## src/rtl/l2_l1_msg_queue_if.sv

```systemverilog
// Request and delivery channels between the LLC controller, the message queue and the L1 side.
interface l2_l1_msg_queue_if #(
    parameter int unsigned ADDR_W = 32
);
    logic              msg_valid;
    logic              msg_ready;
    logic [2:0]        msg_type;
    logic [ADDR_W-1:0] msg_addr;
    logic              out_valid;
    logic              out_ready;
    logic [2:0]        out_type;
    logic [ADDR_W-1:0] out_addr;

    modport master (
        output msg_valid, msg_type, msg_addr, out_ready,
        input  msg_ready, out_valid, out_type, out_addr
    );

    modport slave (
        input  msg_valid, msg_type, msg_addr, out_ready,
        output msg_ready, out_valid, out_type, out_addr
    );
endinterface

```

## src/rtl/l2_l1_msg_queue.sv

```systemverilog
// L2-to-L1 cache message FIFO with silent mode and saturating per-type/suppressed/invalid statistics.
module l2_l1_msg_queue #(
    parameter int unsigned ADDR_W = 32,
    parameter int unsigned DEPTH  = 8,
    parameter int unsigned CNT_W  = 16,
    localparam int unsigned LVL_W = $clog2(DEPTH + 1)
) (
    input  logic                 clk,
    input  logic                 rst,
    input  logic                 normal_mode,
    l2_l1_msg_queue_if.slave     q,
    output logic [LVL_W-1:0]     level,
    output logic [4*CNT_W-1:0]   cnt_msg,
    output logic [CNT_W-1:0]     cnt_suppressed,
    output logic [CNT_W-1:0]     cnt_invalid,
    output logic                 err_invalid
);
    localparam int unsigned PTR_W = $clog2(DEPTH);

    logic [2:0]        r_mem_type [DEPTH];
    logic [ADDR_W-1:0] r_mem_addr [DEPTH];
    logic [PTR_W-1:0]  r_wr_ptr;
    logic [PTR_W-1:0]  r_rd_ptr;
    logic [LVL_W-1:0]  r_level;
    logic [CNT_W-1:0]  r_cnt_msg [4];
    logic [CNT_W-1:0]  r_cnt_sup;
    logic [CNT_W-1:0]  r_cnt_inv;
    logic              r_err;

    logic w_full;
    logic w_accept;
    logic w_type_ok;
    logic w_push;
    logic w_pop;
    logic w_out_valid;

    assign w_full      = (r_level == LVL_W'(DEPTH));
    assign w_out_valid = (r_level != '0);
    assign w_type_ok   = (q.msg_type >= 3'd1) && (q.msg_type <= 3'd4);
    assign w_accept    = q.msg_valid && q.msg_ready;
    assign w_push      = w_accept && w_type_ok && normal_mode;
    assign w_pop       = w_out_valid && q.out_ready;

    // Ready is independent of out_ready: a full queue never bypasses to the L1 side.
    assign q.msg_ready = !w_full && !rst;
    assign q.out_valid = w_out_valid;
    assign q.out_type  = w_out_valid ? r_mem_type[r_rd_ptr] : 3'd0;
    assign q.out_addr  = w_out_valid ? r_mem_addr[r_rd_ptr] : '0;

    assign level          = r_level;
    assign cnt_suppressed = r_cnt_sup;
    assign cnt_invalid    = r_cnt_inv;
    assign err_invalid    = r_err;

    always_comb begin
        cnt_msg = '0;
        for (int k = 0; k < 4; k++) begin
            cnt_msg[k*CNT_W +: CNT_W] = r_cnt_msg[k];
        end
    end

    // Payload storage needs no reset; out_* are masked while the queue is empty.
    always_ff @(posedge clk) begin
        if (w_push) begin
            r_mem_type[r_wr_ptr] <= q.msg_type;
            r_mem_addr[r_wr_ptr] <= q.msg_addr;
        end
    end

    always_ff @(posedge clk) begin
        if (rst) begin
            r_wr_ptr <= '0;
            r_rd_ptr <= '0;
            r_level  <= '0;
        end else begin
            if (w_push) begin
                r_wr_ptr <= r_wr_ptr + PTR_W'(1);
            end
            if (w_pop) begin
                r_rd_ptr <= r_rd_ptr + PTR_W'(1);
            end
            case ({w_push, w_pop})
                2'b10:   r_level <= r_level + LVL_W'(1);
                2'b01:   r_level <= r_level - LVL_W'(1);
                default: r_level <= r_level;
            endcase
        end
    end

    // Statistics: classification priority is invalid, then suppressed, then enqueued.
    always_ff @(posedge clk) begin
        if (rst) begin
            for (int k = 0; k < 4; k++) begin
                r_cnt_msg[k] <= '0;
            end
            r_cnt_sup <= '0;
            r_cnt_inv <= '0;
            r_err     <= 1'b0;
        end else begin
            r_err <= w_accept && !w_type_ok;
            if (w_accept && !w_type_ok) begin
                if (r_cnt_inv != '1) begin
                    r_cnt_inv <= r_cnt_inv + CNT_W'(1);
                end
            end else if (w_accept && !normal_mode) begin
                if (r_cnt_sup != '1) begin
                    r_cnt_sup <= r_cnt_sup + CNT_W'(1);
                end
            end else if (w_push) begin
                for (int k = 0; k < 4; k++) begin
                    if ((q.msg_type == 3'(k + 1)) && (r_cnt_msg[k] != '1)) begin
                        r_cnt_msg[k] <= r_cnt_msg[k] + CNT_W'(1);
                    end
                end
            end
        end
    end
endmodule

```

## src/flat_wrapper.sv

```systemverilog
// flat-port wrapper written by rule: the top's interface ports become plain ports
module l2_l1_msg_queue_flat 
#(
    parameter int unsigned ADDR_W = 32,
    parameter int unsigned DEPTH  = 8,
    parameter int unsigned CNT_W  = 16,
    localparam int unsigned LVL_W = $clog2(DEPTH + 1)
)
  (clk, rst, normal_mode, level, cnt_msg, cnt_suppressed, cnt_invalid, err_invalid, q_msg_valid, q_msg_type, q_msg_addr, q_out_ready, q_msg_ready, q_out_valid, q_out_type, q_out_addr);
  l2_l1_msg_queue_if #(.ADDR_W(ADDR_W)) q_i ();
  input  logic clk;
  input  logic rst;
  input  logic normal_mode;
  output logic [LVL_W-1:0] level;
  output logic [4*CNT_W-1:0] cnt_msg;
  output logic [CNT_W-1:0] cnt_suppressed;
  output logic [CNT_W-1:0] cnt_invalid;
  output logic err_invalid;
  input wire logic [$bits(q_i.msg_valid)-1:0] q_msg_valid;
  input wire logic [$bits(q_i.msg_type)-1:0] q_msg_type;
  input wire logic [$bits(q_i.msg_addr)-1:0] q_msg_addr;
  input wire logic [$bits(q_i.out_ready)-1:0] q_out_ready;
  output wire logic [$bits(q_i.msg_ready)-1:0] q_msg_ready;
  output wire logic [$bits(q_i.out_valid)-1:0] q_out_valid;
  output wire logic [$bits(q_i.out_type)-1:0] q_out_type;
  output wire logic [$bits(q_i.out_addr)-1:0] q_out_addr;
  assign q_i.msg_valid = q_msg_valid;
  assign q_i.msg_type = q_msg_type;
  assign q_i.msg_addr = q_msg_addr;
  assign q_i.out_ready = q_out_ready;
  assign q_msg_ready = q_i.msg_ready;
  assign q_out_valid = q_i.out_valid;
  assign q_out_type = q_i.out_type;
  assign q_out_addr = q_i.out_addr;
  l2_l1_msg_queue #(.ADDR_W(ADDR_W), .DEPTH(DEPTH), .CNT_W(CNT_W)) u_core (.clk(clk), .rst(rst), .normal_mode(normal_mode), .q(q_i), .level(level), .cnt_msg(cnt_msg), .cnt_suppressed(cnt_suppressed), .cnt_invalid(cnt_invalid), .err_invalid(err_invalid));
endmodule
```

## config.mk

```make
export PLATFORM = sky130hd
export DESIGN_NAME = l2_l1_msg_queue_flat
export DESIGN_NICKNAME = d
export VERILOG_FILES = /design/src/rtl/l2_l1_msg_queue_if.sv /design/src/rtl/l2_l1_msg_queue.sv /design/src/flat_wrapper.sv
export SDC_FILE = /design/constraint.sdc
export NUM_CORES = 1
export LEC_CHECK = 0
export CAP_MARGIN = 20
export CORE_ASPECT_RATIO = 1.1
export CORE_MARGIN = 2
export CORE_UTILIZATION = 50
export DETAILED_ROUTE_END_ITERATION = 10
export PLACE_DENSITY = 0.72
export SETUP_SLACK_MARGIN = 0.4
export SYNTH_ARGS = -nofsm -noshare
export SYNTH_HDL_FRONTEND = slang
export SYNTH_SLANG_ARGS = --single-unit
```

## constraint.sdc

```tcl
create_clock -name clk -period 8.06 [get_ports clk]
set_clock_uncertainty 0.2 [all_clocks]
set_input_delay 1.612 -clock clk [delete_from_list [all_inputs] [get_ports clk]]
set_output_delay 1.612 -clock clk [all_outputs]
set_load 0.05 [all_outputs]
```

Word level (Yosys, flattened, before mapping)
Memory sizes are Yosys's and may differ from the RTL's. A register that Yosys moved wholly into a read port is not among the register bits. Index checks and enable logic that the tools add are counted. W data, S select, Z words.

Bitwise operators: 5. Add/sub/neg operators: 10. $lt $le $gt $ge: 2. Reduce and logical (&&, ||, !) cells: 20. Eq/ne operators: 13. Multiplexer cells: 39.

Operator list (count): $add A16 B1 Y16 const B (6); $ne A16 B16 Y1 const B (6); $mux W16 (4); $mux W32 (1); $mux W1 (28); $mux W3 (5); $logic_and A1 B1 Y1 (12); $pmux W4 S2 (1); $add A3 B1 Y3 const B (2); $eq A3 B2 Y1 const B (2); $add A4 B1 Y4 const B (1); $eq A4 B4 Y1 const B (1); $logic_not A1 Y1 (4); $or A1 B1 Y1 (4); $reduce_bool A4 Y1 (1); $sub A4 B1 Y4 const B (1); $eq A3 B1 Y1 const B (1); $eq A3 B3 Y1 const B (1); $ge A3 B1 Y1 const B (1); $le A3 B3 Y1 const B (1); $reduce_and A3 Y1 (1); $eq A2 B1 Y1 const B (1); $eq A2 B2 Y1 const B (1); $reduce_and A2 Y1 (1); 2 further kinds (2).

Output and inout port bits: 138. Logic and storage cells: 98. RAM bits: 344. Memories kept: 3. Flip-flop bits (word level): 43. Input bits: 40.

Memories: u_core.r_mem_addr (depth 8, bits a word 32, rd ports 1, clocked after memory_dff 1, wr ports 1, RTL line l2_l1_msg_queue.sv:21) `logic [ADDR_W-1:0] r_mem_addr [DEPTH];`; u_core.r_cnt_msg (depth 4, bits a word 16, rd ports 4, clocked after memory_dff 0, wr ports 4, RTL line l2_l1_msg_queue.sv:25) `logic [CNT_W-1:0] r_cnt_msg [4];`; u_core.r_mem_type (depth 8, bits a word 3, rd ports 1, clocked after memory_dff 1, wr ports 1, RTL line l2_l1_msg_queue.sv:20) `logic [2:0] r_mem_type [DEPTH];`.

Depth between registers and ports, before layout
Word-level depth: 12. Depth in mapped cells: 12. Depth with buffers taken out: 10.

Worst setup path after synthesis
Ideal clock, no wire load.

Kind: input -> register. Start point: input rst. End point: memory u_core.r_mem_addr[0][0] (enable). Path slack: 1.481 ns. Data arrival time: 5.863 ns. Buffers on the path: 2. Cell stages on the path: 6. Path through: clkbuf_1 -> nor2b_1 -> and2_1 -> buf_2 -> nand3_1 -> nor4_1.

Longest elaborated chain between the ends: 7.

Ends and longest elaborated chain: start: declaration (RTL line flat_wrapper.sv:12) `input logic rst;`; $logic_not A1 Y1 (RTL line l2_l1_msg_queue.sv:45) `assign q.msg_ready = !w_full && !rst;`; $logic_and A1 B1 Y1 (RTL line l2_l1_msg_queue.sv:45); $logic_and A1 B1 Y1 (RTL line l2_l1_msg_queue.sv:40) `assign w_accept = q.msg_valid && q.msg_ready;`; $logic_and A1 B1 Y1 (2 in series) (RTL line l2_l1_msg_queue.sv:41) `assign w_push = w_accept && w_type_ok && normal_mode;`; $mux W1 (RTL line l2_l1_msg_queue.sv:64) `if (w_push) begin`; $mux W1 (not written as such) (RTL line l2_l1_msg_queue.sv:66) `r_mem_addr[r_wr_ptr] <= q.msg_addr;`; end: declaration (RTL line l2_l1_msg_queue.sv:21).

No other way between the ends.

Final worst setup path
Start point: input rst. End point: output q_msg_ready.

Longest elaborated chain between the ends: 2.

Ends and longest elaborated chain: $logic_not A1 Y1 (RTL line l2_l1_msg_queue.sv:45); $logic_and A1 B1 Y1 (RTL line l2_l1_msg_queue.sv:45); end: declaration (RTL line flat_wrapper.sv:23) `output wire logic [$bits(q_i.msg_ready)-1:0] q_msg_ready;`.

No other way between the ends.

==> reports/summary.md <==
At the pin with the least slew margin, the transition time is 1.02 ns. The number of vias after detailed routing is 9000, and the sequential fraction of the synthesis area is 70.0%. For the global-route usage over all layers, the log shows 19.4%.

At the end of routability-driven placement, the weighted congestion stood at 0.769. The critical path is of the input port to output port type. The fraction of layout instances using a drive strength above 1 was 12.8%; the final-stage net count was 1243. The logs give 0 for the final count of hold timing violations and 9376 for the via count of the first global-routing pass.

Dividing the detail-routed wire length by the instance count gives 19.5 um. The die covers 0.0336 mm2. The proportion of register bits with asynchronous set or reset after synthesis is 0%. The remaining global-route overflow is 0.

The synthesized design spends more area on one cell type than any other, namely edfxtp_1. Counting cells, the worst reg-to-reg path comes to 10. The wire-length estimate of the detail-placed layout is 18800 um. Clock latency on the worst-skew pair, taken at its later pin, is 0.52 ns. For this design, the sink count on the clock tree is 390.

The distinct cell type count after synthesis was 46. Yosys attributes the largest share of cell area to edfxtp_1 64%, mux4_2 9.8%, dfxtp_1 5.7%. The count of pins over their slew limit is 0, and the number of gates resized after CTS is 0.

Counting every net in the synthesized netlist gives 1050. Number of warnings reported in the yosys synthesis log: 0. In this run the critical register-to-register path is captured at u_core.level[2]$_SDFFE_PP0P_. The wire length of the first global-routing pass is 51200 um. The horizontal die dimension is 175 um, and the count of max-cap constraint violations is 0. The number of synthesized flops with an enable pin was 344; the post-placement setup slack was 2.57 ns. The worst path meets setup with 2.59 ns of slack. Worst endpoint data arrival time: 3.66 ns. The number of top-level pins was 178. For the worst setup path, the data required time is 6.25 ns. The most common cell after layout, fill and taps aside is edfxtp_1.

The tools report the peak supply drop as 0.171 mV. The logs give 0 for the number of antenna violations at the first check in global routing and 0 for the remaining routing DRC violations. For this design, the CTS-stage hold fixing added 0 buffers.

The largest net degree at the start of global routing is 71, and the area growth from synthesis to layout is 21.6%. The dominant register cell in the synthesized netlist was edfxtp_1. The final wirelength is 31900 um, and the per-instance average area after synthesis is 16.1 um2. After layout, the worst path uses 67.9% of the clock period. The count of TritonRoute iterations in the first routing pass was 4; the hold path depth was 2. Start point of the worst hold path: u_core.cnt_suppressed[13]$_SDFFE_PP0P_.

For the post-route setup TNS, the log shows 0 ns. The run gives 0 as the remaining antenna violation count. Final hold analysis gives a worst-case slack of 0.299 ns. After clock tree synthesis, the clock-pin slew on the worst setup and hold paths is 0.06 ns.

In this run the deepest clock path goes through 3 buffers. The tools report the number of antenna repair diodes as 0. The height of the die was 192 um; the minimum clock period after layout was 5.47 ns. Summed over all cells, the static leakage comes to 6.10 nW.

The root buffer cell is clkbuf_16. TritonCTS created 39 clock buffers. For the maximum level of the CTS H-tree, the log shows 2.

After synthesis, the largest area contributor takes up 64.3% of total cell area. The worst register-to-register path has a setup slack of 4.65 ns. Headroom to the max-slew limit came out at 32.1%.

The power per cell area is 238 mW/mm2. Synthesis handed over a netlist of 999 instances. The number of setup buffers added after CTS is 0.

Effective utilization at floorplan: 51.0%. The flow ran to the end, and the final reports show no timing, DRC or antenna violations. STA classifies the critical path startpoint as an input port. The tightest min-delay check is of the flop to flop type. Along the worst path, the maximum fanout reaches 43. The number of cell rows came out at 68.

The path with the worst hold slack has its endpoint at u_core.cnt_suppressed[13]$_SDFFE_PP0P_. The reg-to-reg critical path startpoint was u_core.level[0]$_SDFFE_PP0P_. The worst setup path is captured at an output port.

Setup repair after global routing left no endpoint under its margin. TritonCTS built the clock tree. The cell area that synthesis handed to floorplanning was 0.0161 mm2. The run gives 183 MHz as the peak clock frequency supported by timing.

Setup violations remaining at the end of the flow were counted as 0. After synthesis the netlist holds a flip-flop and latch count of 390. In the layout the commonest cells are 344 x edfxtp_1, 177 x clkdlybuf4s50_1, 144 x nor2_1. The area of the core region is 0.0315 mm2, and the via count normalized by instance count is 5.49.

For this block, the initial DRC count from the detailed router was 668. Input and output buffers added on the ports amount to 177.
## flip-flops by register name (all words and copies together), names as in the netlist, named ones only
register,count
u_core.r_mem_addr,256
u_core.r_cnt_msg,64
u_core.r_mem_type,24
u_core.cnt_invalid,16
u_core.cnt_suppressed,16
u_core.level,4
u_core.r_rd_ptr,3
u_core.r_wr_ptr,3
u_core.err_invalid,1
## metal layers
layer | GRT usage [%] | vias up | wire [um] | part of all wire, %
li1 | - | 4239 | - | -
met1 | 25.7 | 4486 | 13700 | 43
met2 | 32.4 | 246 | 15400 | 48
met3 | 5.58 | 29 | 2370 | 7.4
met4 | 4.17 | 0 | 391 | 1.2
met5 | 0 | - | 0 | 0
## Yosys cell counts, types with 2 or more instances
cell type,count
nand4b_1,2
nand4_1,22
nand3_1,30
nand2b_1,3
o21ai_0,11
and4_1,9
nor4bb_1,2
or3_1,9
nor3_1,15
and3_1,9
o21a_1,2
nor2b_1,4
nand2_1,38
mux2i_1,42
a41o_1,2
nor2_1,147
a211oi_1,4
ha_1,11
nor4_1,2
xor2_1,42
buf_2,8
clkbuf_1,21
buf_1,9
nor4b_1,3
inv_1,13
a31o_2,5
mux4_2,70
dfxtp_1,46
or4_1,2
and2_1,5
o31ai_1,4
xnor2_1,34
edfxtp_1,344
a21oi_1,17
## critical path, stage by stage
cell	delay [ns]
clkdlybuf4s50_1	0.45
buf_4	0.39
inv_1	0.27
and2_1	0.22
clkdlybuf4s50_1	0.70
## cell families (layout without fill, tap and decap cells)
family / Yosys count / after routing / share of synthesized area [%]
XOR/XNOR: 76 / 76 / 4.14
AO/OA/AOI/OAI: 50 / 50 / 2.02
AND/OR/NAND/NOR: 308 / 308 / 9.20
multiplexers: 113 / 113 / 12.5
buffers and inverters: 51 / 271 / 1.25
adder cells (fa/ha/maj): 11 / 11 / 0.857
flip-flops: 390 / 390 / 70.0
## power breakdown
| group | total (W) | switching, W | internal, W |
|---|---|---|---|
| sequential | 0.00228 | 0.0000616 | 0.00222 |
| combinational | 0.000693 | 0.000415 | 0.000278 |
| clock | 0.00167 | 0.000723 | 0.000944 |
## metrics by stage
step / cell area [um2] / total power [W] / std cells / utilization, %
global placement: 18400 / 0.00303 / 1571 / 58.4
global route: 19500 / 0.00482 / 1639 / 62.1
CTS: 19500 / 0.00470 / 1639 / 62.1
floorplan: 16100 / 0.00279 / 999 / -
detailed placement: 18400 / 0.00303 / 1571 / 58.4
finish: 19500 / 0.00464 / 1639 / 62.1
## layout make-up
type	instances	area, um2
Clock buffer	55	1090
Clock inverter	13	78.8
Fill cell	2333	11900
Inverter	13	48.8
Multi-Input combinational cell	558	4670
Sequential cell	390	11300
Tap cell	420	526
Timing Repair Buffer	190	1870
## worst max path at each step
stage,from,cells past startpoint,slack (ns),endpoint
after floorplan,rst,6,1.48,u_core.r_mem_addr[0][0]$_DFFE_PP_
after global placement,rst,5,2.56,q_msg_ready
after detailed placement,rst,5,2.57,q_msg_ready
after CTS,flop,5,2.51,q_out_addr[3]
after global routing,flop,5,2.34,q_out_addr[3]
final,rst,5,2.59,q_msg_ready
(Power assumes the default switching activity.)
